File: src/rtl/pwm_compare.sv
// pwm_compare: owns the counter period and duty (double-buffered, applied on wrap) and drives a registered PWM.
// Optional build macro PWM_COMPARE_IRQ_EN adds a sticky irq flag (irq/irq_clr) set on each configuration update.
module pwm_compare #(
  parameter int unsigned      WIDTH   = 32,
  parameter logic [WIDTH-1:0] RST_MAX = '1,
  parameter logic [WIDTH-1:0] RST_DTY = '0
) (
  input  logic             clk,
  input  logic             rst,
  input  logic             ena,
  input  logic [WIDTH-1:0] cnt,
  input  logic             pls,
  output logic [WIDTH-1:0] max,
  input  logic             cfg_vld,
  output logic             cfg_rdy,
  input  logic [WIDTH-1:0] cfg_max,
  input  logic [WIDTH-1:0] cfg_dty,
  output logic             upd,
  output logic             pwm
`ifdef PWM_COMPARE_IRQ_EN
  ,
  output logic             irq,
  input  logic             irq_clr
`endif
);

  typedef enum logic {ST_EMPTY = 1'b0, ST_FULL = 1'b1} state_e;

  state_e           state_q, state_d;
  logic [WIDTH-1:0] act_max_q, act_max_d;
  logic [WIDTH-1:0] act_dty_q, act_dty_d;
  logic [WIDTH-1:0] pnd_max_q, pnd_max_d;
  logic [WIDTH-1:0] pnd_dty_q, pnd_dty_d;
  logic             upd_q, upd_d;
  logic             pwm_q, pwm_d;
  logic             xfer_s, apply_s;

  // Apply is qualified by ena too, so a stray pulse while stalled can never swap the period.
  assign xfer_s  = cfg_vld & (state_q == ST_EMPTY);
  assign apply_s = pls & ena & (state_q == ST_FULL);

  // Pending-slot state register
  always_ff @(posedge clk or posedge rst) begin
    if (rst) begin
      state_q <= ST_EMPTY;
    end else begin
      state_q <= state_d;
    end
  end

  // Pending-slot next state: fill on transfer, drain on wrap
  always_comb begin
    state_d = state_q;
    case (state_q)
      ST_EMPTY: begin
        if (xfer_s) begin
          state_d = ST_FULL;
        end else begin
          state_d = ST_EMPTY;
        end
      end
      ST_FULL: begin
        if (apply_s) begin
          state_d = ST_EMPTY;
        end else begin
          state_d = ST_FULL;
        end
      end
      default: state_d = ST_EMPTY;
    endcase
  end

  // Pending-slot output decode
  always_comb begin
    cfg_rdy = 1'b0;
    case (state_q)
      ST_EMPTY: cfg_rdy = 1'b1;
      ST_FULL:  cfg_rdy = 1'b0;
      default:  cfg_rdy = 1'b0;
    endcase
  end

  // Datapath next values: capture on transfer, promote pending to active on wrap
  always_comb begin
    pnd_max_d = pnd_max_q;
    pnd_dty_d = pnd_dty_q;
    act_max_d = act_max_q;
    act_dty_d = act_dty_q;
    if (xfer_s) begin
      pnd_max_d = cfg_max;
      pnd_dty_d = cfg_dty;
    end else begin
      pnd_max_d = pnd_max_q;
      pnd_dty_d = pnd_dty_q;
    end
    if (apply_s) begin
      act_max_d = pnd_max_q;
      act_dty_d = pnd_dty_q;
    end else begin
      act_max_d = act_max_q;
      act_dty_d = act_dty_q;
    end
    upd_d = apply_s;
    pwm_d = (cnt < act_dty_q);
  end

  // Datapath registers
  always_ff @(posedge clk or posedge rst) begin
    if (rst) begin
      pnd_max_q <= {WIDTH{1'b0}};
      pnd_dty_q <= {WIDTH{1'b0}};
      act_max_q <= RST_MAX;
      act_dty_q <= RST_DTY;
      upd_q     <= 1'b0;
      pwm_q     <= 1'b0;
    end else begin
      pnd_max_q <= pnd_max_d;
      pnd_dty_q <= pnd_dty_d;
      act_max_q <= act_max_d;
      act_dty_q <= act_dty_d;
      upd_q     <= upd_d;
      pwm_q     <= pwm_d;
    end
  end

  assign max = act_max_q;
  assign upd = upd_q;
  assign pwm = pwm_q;

`ifdef PWM_COMPARE_IRQ_EN
  logic irq_q, irq_d;

  // Sticky update flag; a set on the same edge as a clear takes priority
  always_comb begin
    irq_d = irq_q;
    if (apply_s) begin
      irq_d = 1'b1;
    end else if (irq_clr) begin
      irq_d = 1'b0;
    end else begin
      irq_d = irq_q;
    end
  end

  // Update flag register
  always_ff @(posedge clk or posedge rst) begin
    if (rst) begin
      irq_q <= 1'b0;
    end else begin
      irq_q <= irq_d;
    end
  end

  assign irq = irq_q;
`endif

endmodule

File: config.mk
export PLATFORM = sky130hd
export DESIGN_NAME = pwm_compare
export DESIGN_NICKNAME = d
export VERILOG_FILES = /design/src/rtl/pwm_compare.sv
export SDC_FILE = /design/constraint.sdc
export NUM_CORES = 1
export LEC_CHECK = 0
export ABC_AREA = 1
export BUFFER_PORTS_ARGS = -buffer_cell sky130_fd_sc_hd__buf_2
export CAP_MARGIN = 30
export CORE_ASPECT_RATIO = 0.5
export CORE_UTILIZATION = 58
export CTS_CLUSTER_DIAMETER = 200
export DETAILED_ROUTE_END_ITERATION = 10
export PLACE_DENSITY_LB_ADDON = 0.3
export SLEW_MARGIN = 20
export SYNTH_ARGS = -nofsm -noshare
export SYNTH_HDL_FRONTEND = slang
export SYNTH_SLANG_ARGS = --single-unit
File: constraint.sdc
create_clock -name clk -period 11.7 [get_ports clk]
set_clock_uncertainty 0.1 [all_clocks]
set_input_delay 2.34 -clock clk [delete_from_list [all_inputs] [get_ports clk]]
set_output_delay 2.34 -clock clk [all_outputs]
set_load 0.01 [all_outputs]
== After elaboration in Yosys (flattened, before gate mapping) ==
Cells that the tools add are included.

* Output and inout port bits: 35
* Register bits: 131
* Bits of input ports: 101

* Magnitude comparators: 1
* Bitwise gates (word level): 4
* Muxes and demuxes: 4

{| class="wikitable"
|+ Operators by type and width
! cell !! count
|-
| < comparator 32 bit || 1
|-
| one-hot mux 1 bit (2 select lines) || 2
|-
| AND 1 bit || 3
|-
| two-way mux 1 bit || 2
|-
| inverter 1 bit || 1
|}

== Depth between registers and ports, before layout ==
Gate-level depths: netlist of the first run.

* Depth in word-level cells: 4
* Mapped depth: 11
* Mapped depth without buffers: 11

== Worst setup path after synthesis of the first run ==
No wires, ideal clock.

* Kind: input-to-reg
* Start: in cnt[31]
* End: reg pwm_q, in the netlist pwm
* Arrival: 3.118 ns
* Library setup time: 0.120 ns
* Required time: 11.480 ns
* Buffers on the path: 0
* Stages on the path: 5
* Slack: 8.362 ns
* Cell sequence: ha_1 -> nand4_1 -> nor3_1 -> and3_1 -> a21oi_1

* Word-level cells in the longest chain between the ends: 1

{| class="wikitable"
|+ Ends and longest elaborated chain
! what !! RTL line !! RTL
|-
| from (decl) || 11 || <nowiki>input logic [WIDTH-1:0] cnt,</nowiki>
|-
| < comparator 32 bit || 104 || <nowiki>pwm_d = (cnt < act_dty_q);</nowiki>
|-
| via pwm_d || 35 || <nowiki>logic pwm_q, pwm_d;</nowiki>
|-
| to (signal assigned) || 122 || <nowiki>pwm_q <= pwm_d;</nowiki>
|-
| to (decl) || 35 ||
|}

The timed path passes the listed nets, and every way through them passes these cells.
A chain may end at the register's enable or synchronous reset.

== Final worst setup path of the first run ==
* Start: in pls
* End: reg act_dty_q[17]

* Word-level cells in the longest chain between the ends: 2

{| class="wikitable"
|+ Ends and longest elaborated chain
! what !! RTL line !! RTL
|-
| from (decl) || 12 || <nowiki>input logic pls,</nowiki>
|-
| AND 1 bit (2 in a row) || 40 || <nowiki>assign apply_s = pls & ena & (state_q == ST_FULL);</nowiki>
|-
| to (signal assigned) || 120 || <nowiki>act_dty_q <= act_dty_d;</nowiki>
|-
| to (decl) || 31 || <nowiki>logic [WIDTH-1:0] act_dty_q, act_dty_d;</nowiki>
|}

No other way between the ends.

==> results of run 1 <==
-- power by group --
| group | internal (mW) | leakage, nW | switching, mW |
|---|---|---|---|
| registers | 0.600 | 1.51 | 0.0570 |
| logic | 0.157 | 1.95 | 0.169 |
| clock network | 0.315 | 0.276 | 0.205 |
| total | 1.07 | 3.73 | 0.430 |
-- routing by layer --
layer | global-route usage (%) | share of wire, % | up-vias
met5 | 0 | 0 | -
met2 | 38.3 | 48 | 93
met4 | 9.32 | 0.91 | 0
met1 | 30.7 | 46 | 1942
met3 | 6.53 | 4.6 | 11
li1 | - | - | 2002
-- placed cells by master, fill, tap and decap left out, drive strengths merged, types with 3 or more instances in the layout --
cell	count
nor2	27
a21oi	35
clkinvlp	3
o21ai	53
clkbuf	17
dfrtp	99
dfstp	32
mux2	45
nand2	122
inv	61
clkinv	7
nor3	3
ha	31
buf	140
-- per-stage QoR --
stage	hold slack, ns	worst slack [ns]	utilization [%]
global placement	0.344	6.89	67.9
detailed placement	0.358	6.96	68.2
finish	0.369	7.91	74.9
global route	0.386	7.70	74.9
floorplan	0.338	5.82	-
CTS	0.372	7.35	74.3
-- worst max-delay path, cell delays in order --
cell and delay (ns):
sky130_fd_sc_hd__buf_2 0.08, sky130_fd_sc_hd__nand3_2 0.39, sky130_fd_sc_hd__inv_2 0.75, sky130_fd_sc_hd__buf_16 0.24
sky130_fd_sc_hd__nand2_1 0.09, sky130_fd_sc_hd__o21ai_0 0.09
-- worst max path at each step --
| stage | start | slack [ns] | endpoint |
|---|---|---|---|
| floorplan | rst | 5.82 | act_dty_q[0] |
| global placement | pls | 6.89 | act_dty_q[18] |
| detailed placement | pls | 6.96 | act_dty_q[13] |
| CTS | pls | 7.35 | act_dty_q[17] |
| global route | pls | 7.70 | act_dty_q[17] |
| finish | pls | 7.91 | act_dty_q[17] |
-- Yosys cell counts, drive strengths merged, types with 3 or more instances --
master	instances	area, µm²
o21ai	53	265
inv	59	221
dfrtp	99	2480
a21oi	35	175
nor2	27	101
ha	31	388
dfstp	32	841
mux2	45	623
nor3	3	15.0
buf	17	140
nand2	122	458
clkbuf	5	18.8
-- flip-flops by register name, summed over array words and instances, names as in the netlist --
signal     flops
act_dty_q     32
max           32
state_q        1
pwm            1
upd            1
pnd_max_q     32
pnd_dty_q     32
-- layout make-up --
type | instances | share of cell area [%]
inverters | 59 | 3.14
clock inverters | 14 | 2.21
flip-flops and latches | 131 | 46.5
multi-input cells | 322 | 29.1
well taps | 135 | 2.36
repair buffers | 140 | 10.8
clock buffers | 17 | 5.96
-- cell families after synthesis --
| logic type | count (synthesis) | synth area share [%] |
|---|---|---|
| compound gates | 90 | 7.90 |
| fa+ha+maj | 31 | 6.73 |
| flops | 131 | 57.5 |
| simple gates | 156 | 10.4 |
| mux | 45 | 10.8 |
| buf+inv | 81 | 6.60 |
==> run metrics, run 1 <==
synthesized netlist net count about 670; Final GP Congestion between 0.7 and 0.8; H-Tree Depth 4; hold path startpoint pnd_max_q[8]; post-DR wirelength/cell ~14 µm; Worst Setup End Kind register; CP startpoint kind input port; Hold Path Class register to register; Vias per Instance between 4 and 5; setup repair after global routing missed its margin no; Pwr Total between 1.5 and 2 mW; post-place instance area ~6500 µm²; setup slack, reg-to-reg approximately 9.5 ns; number of distinct library cells after synthesis 21; die span in x approximately 140 µm; total wire length 11200 µm; number of hold-repair buffers added at the cts stage 0; fraction of final layout cells with drive strength greater than 1 between 30 and 40%; total of warnings raised by yosys 0; detailed-placement wirelength estimate about 7300 µm; maximum clock insertion buffer count 2; Setup TNS Final 0 ns; fraction of registers with async set/reset 100%; antenna diode count 0; worst reg2reg path endpoint act_dty_q[17]; post-CTS setup buffer count 0; initial antenna violation count 0; R2R depth 5; Max Slew Vio Count 0; number of cells upsized or downsized after cts 0; signal arrival time at the worst endpoint ~4.0 ns; number of global-route vias before repair 3958; required time of the worst setup path around 12 ns; Core Region between 9000 and 10000 µm²; std cell rows 25; number of iterations in the first detailed-routing pass 4; global routing usage summed across all routing layers 23.7%; largest net degree at the start of global routing 81; maximum frequency from static timing analysis 264 MHz; maximum fanout along the worst path between 40 and 50; number of inserted filler cells in the final layout between 600 and 700; clock sink total around 130; placed cell count ~790; total setup violations reported at the end of the flow 0; number of hold violations in the final report 0; aggregate global routing overflow 0; initial core utilization 60.4%; result of the run finished clean; CTS Root Cell sky130_fd_sc_hd__clkbuf_16; wire length of the first global-routing pass 18500 µm; post-route design area a little over 7000 µm²; antenna viol nets, final 0; max-capacitance violation count 0; Clock Latency Late Sink roughly 0.41 ns; hold endpoint max[8]; Leak Pwr 3.73 nW; total CTS buffers 17; post-layout instance count excluding filler cells slightly above 800; WS Path Type input port to register; cell count after synthesis between 500 and 600; Worst slew margin between 40 and 50%; Buffers on Ports around 140; number of cells traversed by the worst hold path 2; sequential cell area fraction in the yosys report 57.5%; total vias in the final route 4048; IR drop worst, VDD roughly 0.10 mV; startpoint of the lowest-slack register-to-register path state_q; fraction of the cycle the final worst path needs approximately 32%; Post-Syn Area per Cell around 11 µm²; number of DRC markers after the initial detailed-route iteration around 200; power density over the cells 210 nW/µm²; TritonCTS clock tree done; number of synthesized register bits approximately 130; worst slew pin tran 0.761 ns; prevailing post-synth register cell sky130_fd_sc_hd__dfrtp_1; I/O pins approximately 140; register clock-pin slew on the reported worst setup and hold paths 0.06 ns; area of all sequential standard cells 3320 µm²; number of DRC violations after detailed routing 0; synthesized area ~5800 µm²; Syn-to-layout area delta 23.9%; total area of multi-input combinational cells roughly 2100 µm²; clock period minus worst slack ~3.8 ns; number of nets in the layout around 800; count of flip-flops with a built-in enable after synthesis 0; DIE AREA 10400 µm²; floorplan die height about 73 µm
(Power assumes the default switching activity.)
==> run 2, diff against run 1 <==
CORE_UTILIZATION = 54   (was 58)
clock period = 3.8 ns   (was 11.7 ns; I/O delays follow)
==> run 2 against run 1 <==
  * Global-route usage down 1.7 points
  * Clock-buffer cell count up 3
  * First-iteration DRC count down 19%
  * Utilization down 5.0 points
  * Critical endpoint is now max[9]
==> run metrics, run 2 (synthesized netlist as in run 1, its figures left out) <==
floorplan die height 75.1 µm (was 72.5 µm); worst slew pin tran 0.795 ns (was 0.761 ns); post-place instance area 6570 µm² (was 6500 µm²); post-route worst hold slack 0.363 ns (was 0.369 ns); TritonCTS clock tree done (unchanged); CTS Root Cell sky130_fd_sc_hd__clkbuf_16 (unchanged); post-route design area 7180 µm² (was 7140 µm²); post-DR wirelength/cell 14.0 µm (was 13.7 µm); max-capacitance violation count 0 (unchanged); die span in x 148 µm (was 143 µm); initial core utilization 56.1% (was 60.4%); total vias in the final route 4024 (was 4048); Setup TNS Final 0 ns (unchanged); cell type group with the largest total delay on the critical path flip-flops (was buffers and inverters); cells along the critical path buf_2 (was buf_2, nand3_2, inv_2, buf_16, nand2_1, o21ai_0); result of the run finished clean (unchanged); Worst Setup End Kind output pin (was register); required time of the worst setup path 2.94 ns (was 11.92 ns); register clock-pin slew on the reported worst setup and hold paths 0.06 ns (about the same); WS Path Type register to output pin (was input port to register); clock period minus worst slack 1.94 ns; largest net degree at the start of global routing 61 (was 81); Worst slew margin 46.9% (was 49.2%); Buffers on Ports 135 (unchanged); number of hold violations in the final report 0 (unchanged); H-Tree Depth 4 (unchanged); WP buf/inv 1 (was 3); clock sink total 131 (unchanged); DIE AREA 11100 µm² (was 10400 µm²); total CTS buffers 17 (unchanged); Leak Pwr 3.73 nW (about the same); antenna diode count 0 (unchanged); std cell rows 26 (was 25); fraction of final layout cells with drive strength greater than 1 37.1% (was 37.0%); number of DRC markers after the initial detailed-route iteration 165 (was 203); Vias per Instance 4.88 (was 4.95); detailed-placement wirelength estimate 7720 µm (was 7300 µm); commonest non-fill, non-tap cell in the layout sky130_fd_sc_hd__buf_2 (unchanged); post-CTS setup buffer count 0 (unchanged); maximum frequency from static timing analysis roughly 520 MHz; number of nets in the layout 804 (was 803); wire length of the first global-routing pass 18400 µm (was 18500 µm); CP startpoint kind register (was input port); Final GP Congestion 0.762 (was 0.745); number of hold-repair buffers added at the cts stage 0 (unchanged); Max Slew Vio Count 0 (unchanged); signal arrival time at the worst endpoint 1.08 ns (was 4.02 ns); commonest non-fill, non-tap cells in the layout sky130_fd_sc_hd__buf_2 (135), sky130_fd_sc_hd__nand2_1 (121), sky130_fd_sc_hd__dfrtp_1 (99) (unchanged); Clock Latency Late Sink 0.41 ns (about the same); number of DRC violations after detailed routing 0 (unchanged); number of iterations in the first detailed-routing pass 4 (unchanged); standard cell with the maximum stage delay on the critical path sky130_fd_sc_hd__dfstp_2 (was sky130_fd_sc_hd__inv_2); global routing usage summed across all routing layers 21.9% (was 23.7%); initial antenna violation count 0 (unchanged); end-of-flow core utilization 69.9% (was 74.9%); maximum clock insertion buffer count 2 (unchanged); total setup violations reported at the end of the flow 0 (unchanged); antenna viol nets, final 0 (unchanged); total wire length 11600 µm (was 11200 µm); Core Region 10300 µm² (was 9540 µm²); Syn-to-layout area delta 24.5% (was 23.9%); aggregate global routing overflow 0 (unchanged); IR drop worst, VDD 0.342 mV (was 0.104 mV); placed cell count 793 (was 785); post-layout instance count excluding filler cells 825 (was 818); power density over the cells 653 nW/µm² (was 210 nW/µm²); I/O pins 136 (unchanged); setup repair after global routing missed its margin no (unchanged); fraction of the cycle the final worst path needs between 50% and 60%; Hold Path Class register to register (unchanged); maximum fanout along the worst path 2 (was 46); number of global-route vias before repair 3970 (was 3958); number of cells upsized or downsized after cts 0 (unchanged); Slowest Stage Delay on Critical Path 0.53 ns (was 0.75 ns)
-- run 2: layout make-up --
type / count / area, µm²
Clock buffer: 20 / 457
Clock inverter: 12 / 158
Fill cell: 752 / 3100
Inverter: 59 / 225
Multi-Input combinational cell: 322 / 2080
Sequential cell: 131 / 3320
Tap cell: 140 / 175
Timing Repair Buffer: 141 / 773
-- run 2: metal layers --
| layer | vias to the layer above | GRT usage, % | part of all wire [%] |
|---|---|---|---|
| met5 | - | 0 | 0 |
| met4 | 0 | 9.05 | 1.5 |
| met3 | 16 | 6.79 | 4.3 |
| met2 | 83 | 36.6 | 49 |
| met1 | 1927 | 27.2 | 46 |
| li1 | 1998 | - | - |
-- run 2: path summary, 6_finish.rpt --
| path | startpoint | endpoint | slack, ns | cells past startpoint |
|---|---|---|---|---|
| max | max[9] | max[9] | 1.86 | 1 |
| min | max[3] | max[3] | 0.36 | 2 |
| max reg2reg | state_q | pnd_max_q[12] | 2.11 | 4 |
| min reg2reg | max[3] | max[3] | 0.36 | 2 |
| max in group asynchronous | rst | pnd_dty_q[22] | 2.27 | 3 |
| min in group asynchronous | rst | act_dty_q[30] | 0.40 | 2 |
-- run 2: through the flow --
step           total power [mW]  worst slack (ns)
2_1_floorplan              2.71              1.34
3_3_place_gp               2.96              1.45
6_report                   4.69              1.86
5_1_grt                    4.97              1.83
4_1_cts                    4.73              1.85
3_5_place_dp               3.04              1.66
-- run 2: worst min-delay path, stage by stage (launching register included) --
cell	delay, ns
sky130_fd_sc_hd__dfstp_2	0.36
sky130_fd_sc_hd__nand2_1	0.05
sky130_fd_sc_hd__nand2_1	0.05
-- run 2: where the power goes --
group	total (mW)	switching [mW]	internal, mW
combinational	1.00	0.520	0.485
sequential	2.01	0.167	1.85
clock	1.67	0.605	1.07
total	4.69	1.29	3.40
==> run 3, diff against run 2 <==
ABC_AREA = 0   (was 1)
CORE_UTILIZATION = 48   (was 54)
clock period = 1.75 ns   (was 3.8 ns; I/O delays follow)
==> run 3 against run 2 <==
  * The flow now finishes with violations (hold timing, setup timing)
  * Sequential power up 140%
  * First-iteration DRC count down 35%
  * Clock-buffer cell count is 1 lower
  * Power is 140% higher
  * Final cell count down 13%
  * Worst hold slack got worse by 0.38 ns
  * Critical path depth up 5
  * Sequential share of layout area fell by 0.99 points
  * Combinational power grew to 2.8 times the previous value
  * Die area rose by 10%
  * Register-to-register slack worse by 2.2 ns
  * Global-route usage down 3.7 points
  * Highest routed layer unchanged
==> run metrics, run 3 <==
result of the run finished with violations (was finished clean); violations in the final reports hold timing, setup timing; post-layout instance count excluding filler cells 718 (was 825); most numerous cell in the Yosys netlist sky130_fd_sc_hd__mux2_2 (was sky130_fd_sc_hd__nand2_1); standard cell with the maximum stage delay on the critical path sky130_fd_sc_hd__or4_4 (was sky130_fd_sc_hd__dfstp_2); Buffers on Ports 135 (unchanged); number of distinct library cells after synthesis 26 (was 21); Final GP Congestion 0.731 (was 0.762); number of global-route vias before repair 3582 (was 3970); post-route worst hold slack -0.0133 ns (was 0.363 ns); TritonCTS clock tree done (unchanged); pre-CTS worst setup slack -0.201 ns (was 1.66 ns); synthesized area 5660 µm² (was 5770 µm²); post-DR wirelength/cell 14.2 µm (was 14.0 µm); commonest non-fill, non-tap cells in the layout sky130_fd_sc_hd__buf_2 (135), sky130_fd_sc_hd__mux2_2 (128), sky130_fd_sc_hd__dfrtp_1 (99) (was sky130_fd_sc_hd__buf_2 (135), sky130_fd_sc_hd__nand2_1 (121), sky130_fd_sc_hd__dfrtp_1 (99)); Core Region 11200 µm² (was 10300 µm²); commonest cells in the synthesized netlist sky130_fd_sc_hd__mux2_2 (128), sky130_fd_sc_hd__dfrtp_1 (99), sky130_fd_sc_hd__inv_1 (34) (was sky130_fd_sc_hd__nand2_1 (122), sky130_fd_sc_hd__dfrtp_1 (99), sky130_fd_sc_hd__inv_1 (57)); Setup TNS Final -0.0595 ns (was 0 ns); end-of-flow core utilization 65.2% (was 69.9%); detailed-placement wirelength estimate 6930 µm (was 7720 µm); Max Slew Vio Count 0 (unchanged); maximum frequency from static timing analysis roughly 550 MHz; largest net degree at the start of global routing 98 (was 61); Vias per Instance 4.84 (was 4.88); Worst Setup End Kind register (was output pin); WP buf/inv 1 (unchanged); smallest setup slack after layout -0.0595 ns (was 1.86 ns); Pwr Total 11.5 mW (was 4.69 mW); clock period minus worst slack about 1.8 ns; post-place instance area 6640 µm² (was 6570 µm²); initial core utilization 50.3% (was 56.1%); total CTS buffers 17 (unchanged); library cell with the largest summed area after synthesis sky130_fd_sc_hd__dfrtp_1 (unchanged); required time of the worst setup path 1.93 ns (was 2.94 ns); setup repair after global routing missed its margin yes (was no); CP startpoint kind register (unchanged); clock sink total 131 (unchanged); number of DRC markers after the initial detailed-route iteration 108 (was 165); count of flip-flops with a built-in enable after synthesis 0 (unchanged); total wire length 10200 µm (was 11600 µm); aggregate global routing overflow 0 (unchanged); cell type group with the largest total delay on the critical path simple AND/OR/NAND/NOR gates (was flip-flops); total of warnings raised by yosys 0 (unchanged); wire length of the first global-routing pass 17000 µm (was 18400 µm); initial antenna violation count 0 (unchanged); number of iterations in the first detailed-routing pass 3 (was 4); number of nets in the layout 678 (was 804); cell count after synthesis 390 (was 534); prevailing post-synth register cell sky130_fd_sc_hd__dfrtp_1 (unchanged); post-route design area 7340 µm² (was 7180 µm²); cells along the critical path inv_1, ha_1, nand4_1, or4_4, o211ai_2, a21oi_2 (was buf_2); antenna viol nets, final 0 (unchanged); top-area cell type share of the netlist area 43.7% (was 43.0%); WS Path Type register to register (was register to output pin); fraction of the cycle the final worst path needs 103%; synthesized netlist net count 522 (was 666); register clock-pin slew on the reported worst setup and hold paths 0.06 ns (about the same); Syn-to-layout area delta 29.6% (was 24.5%); top post-synthesis cells by area sky130_fd_sc_hd__dfrtp_1 (44%), sky130_fd_sc_hd__mux2_2 (25%), sky130_fd_sc_hd__dfstp_2 (15%), sky130_fd_sc_hd__ha_1 (6.8%), sky130_fd_sc_hd__inv_1 (2.3%) (was sky130_fd_sc_hd__dfrtp_1 (43%), sky130_fd_sc_hd__dfstp_2 (15%), sky130_fd_sc_hd__mux2_4 (8.1%), sky130_fd_sc_hd__nand2_1 (7.9%), sky130_fd_sc_hd__ha_1 (6.7%)); power density over the cells 1560 nW/µm² (was 653 nW/µm²); die span in x 156 µm (was 148 µm); placed cell count 685 (was 793); global routing usage summed across all routing layers 18.3% (was 21.9%); maximum fanout along the worst path 2 (unchanged); max-capacitance violation count 0 (unchanged); floorplan die height 78.8 µm (was 75.1 µm); commonest non-fill, non-tap cell in the layout sky130_fd_sc_hd__buf_2 (unchanged); fraction of registers with async set/reset 100% (unchanged); H-Tree Depth 4 (unchanged); antenna diode count 0 (unchanged); IR drop worst, VDD 0.808 mV (was 0.342 mV); total vias in the final route 3478 (was 4024); number of inserted filler cells in the final layout 865 (was 752); DIE AREA 12300 µm² (was 11100 µm²); std cell rows 27 (was 26); Leak Pwr 3.46 nW (was 3.73 nW); sequential cell area fraction in the yosys report 58.6% (was 57.5%); number of hold-repair buffers added at the cts stage 0 (unchanged); number of synthesized register bits 131 (unchanged); CTS Root Cell sky130_fd_sc_hd__clkbuf_16 (unchanged); Post-Syn Area per Cell 14.5 µm² (was 10.8 µm²); number of DRC violations after detailed routing 0 (unchanged); worst slew pin tran 0.523 ns (was 0.795 ns); signal arrival time at the worst endpoint 1.99 ns (was 1.08 ns); total setup violations reported at the end of the flow 1 (was 0); Hold Path Class input port to asynchronous set/reset pin (was register to register); I/O pins 136 (unchanged); maximum clock insertion buffer count 2 (unchanged); fraction of final layout cells with drive strength greater than 1 63.0% (was 37.1%); Clock Latency Late Sink 0.40 ns (was 0.41 ns); Worst slew margin 65.1% (was 46.9%); number of hold violations in the final report 15 (was 0); Slowest Stage Delay on Critical Path 0.54 ns (was 0.53 ns)
-- run 3: cell types whose count changed in the layout (fill, tap and decap cells not counted), sizes merged, moves of 3 or more --
cell | previous run | this run
a21oi | 35 | 12
and4 | 0 | 3
buf | 141 | 150
clkinv | 3 | 7
clkinvlp | 7 | 2
inv | 58 | 34
mux2 | 45 | 128
nand2 | 122 | 10
nor2 | 27 | 5
o21ai | 53 | 5
-- run 3: timing repair --
item,in CTS,in global routing
pin swaps,2,1
buffers inserted,1,0
resized for setup,3,3
endpoints found under the setup margin,1,1
-- run 3: layout make-up --
| class | instances | area [µm²] | area share [%] |
|---|---|---|---|
| multi-input cells | 211 | 2190 | 29.8 |
| clock inverters | 13 | 208 | 2.83 |
| clock buffers | 19 | 443 | 6.03 |
| flip-flops and latches | 131 | 3320 | 45.2 |
| inverters | 35 | 135 | 1.84 |
| well taps | 159 | 199 | 2.71 |
| repair buffers | 150 | 851 | 11.6 |
-- run 3: worst min-delay path: stages --
cell,delay [ns]
sky130_fd_sc_hd__buf_2,0.11
sky130_fd_sc_hd__clkinvlp_4,0.08
sky130_fd_sc_hd__buf_12,0.38
-- run 3: path summary, 6_finish.rpt --
kind / end / slack [ns] / cells after the start / start
max in group asynchronous: max[16] / 1.13 / 3 / rst
min in group clk: pnd_max_q[18] / 0.08 / 2 / cfg_max[18]
worst max-delay path: pwm / -0.06 / 6 / act_dty_q[9]
worst min register to register: pnd_dty_q[30] / 0.40 / 1 / pnd_dty_q[30]
worst max register to register: pwm / -0.06 / 6 / act_dty_q[9]
worst min-delay path: act_dty_q[0] / -0.01 / 3 / rst
-- run 3: logic make-up after synthesis --
group	after synthesis	synth area share, %
compound gates	26	2.87
fa+ha+maj	31	6.85
simple gates	26	2.50
buf+inv	48	3.73
flops	131	58.6
mux	128	25.5
-- run 3: metal layers --
metal | global-route usage (%) | routed length (µm) | vias up
met3 | 5.57 | 473 | 8
met2 | 31.4 | 5080 | 66
met4 | 7.35 | 97 | 0
met5 | 0 | 0 | -
met1 | 21.6 | 4540 | 1722
li1 | - | - | 1682
-- run 3: report_power, final --
part | switching (mW) | internal, mW
combinational | 1.22 | 1.60
clock | 1.29 | 2.57
sequential | 0.484 | 4.30
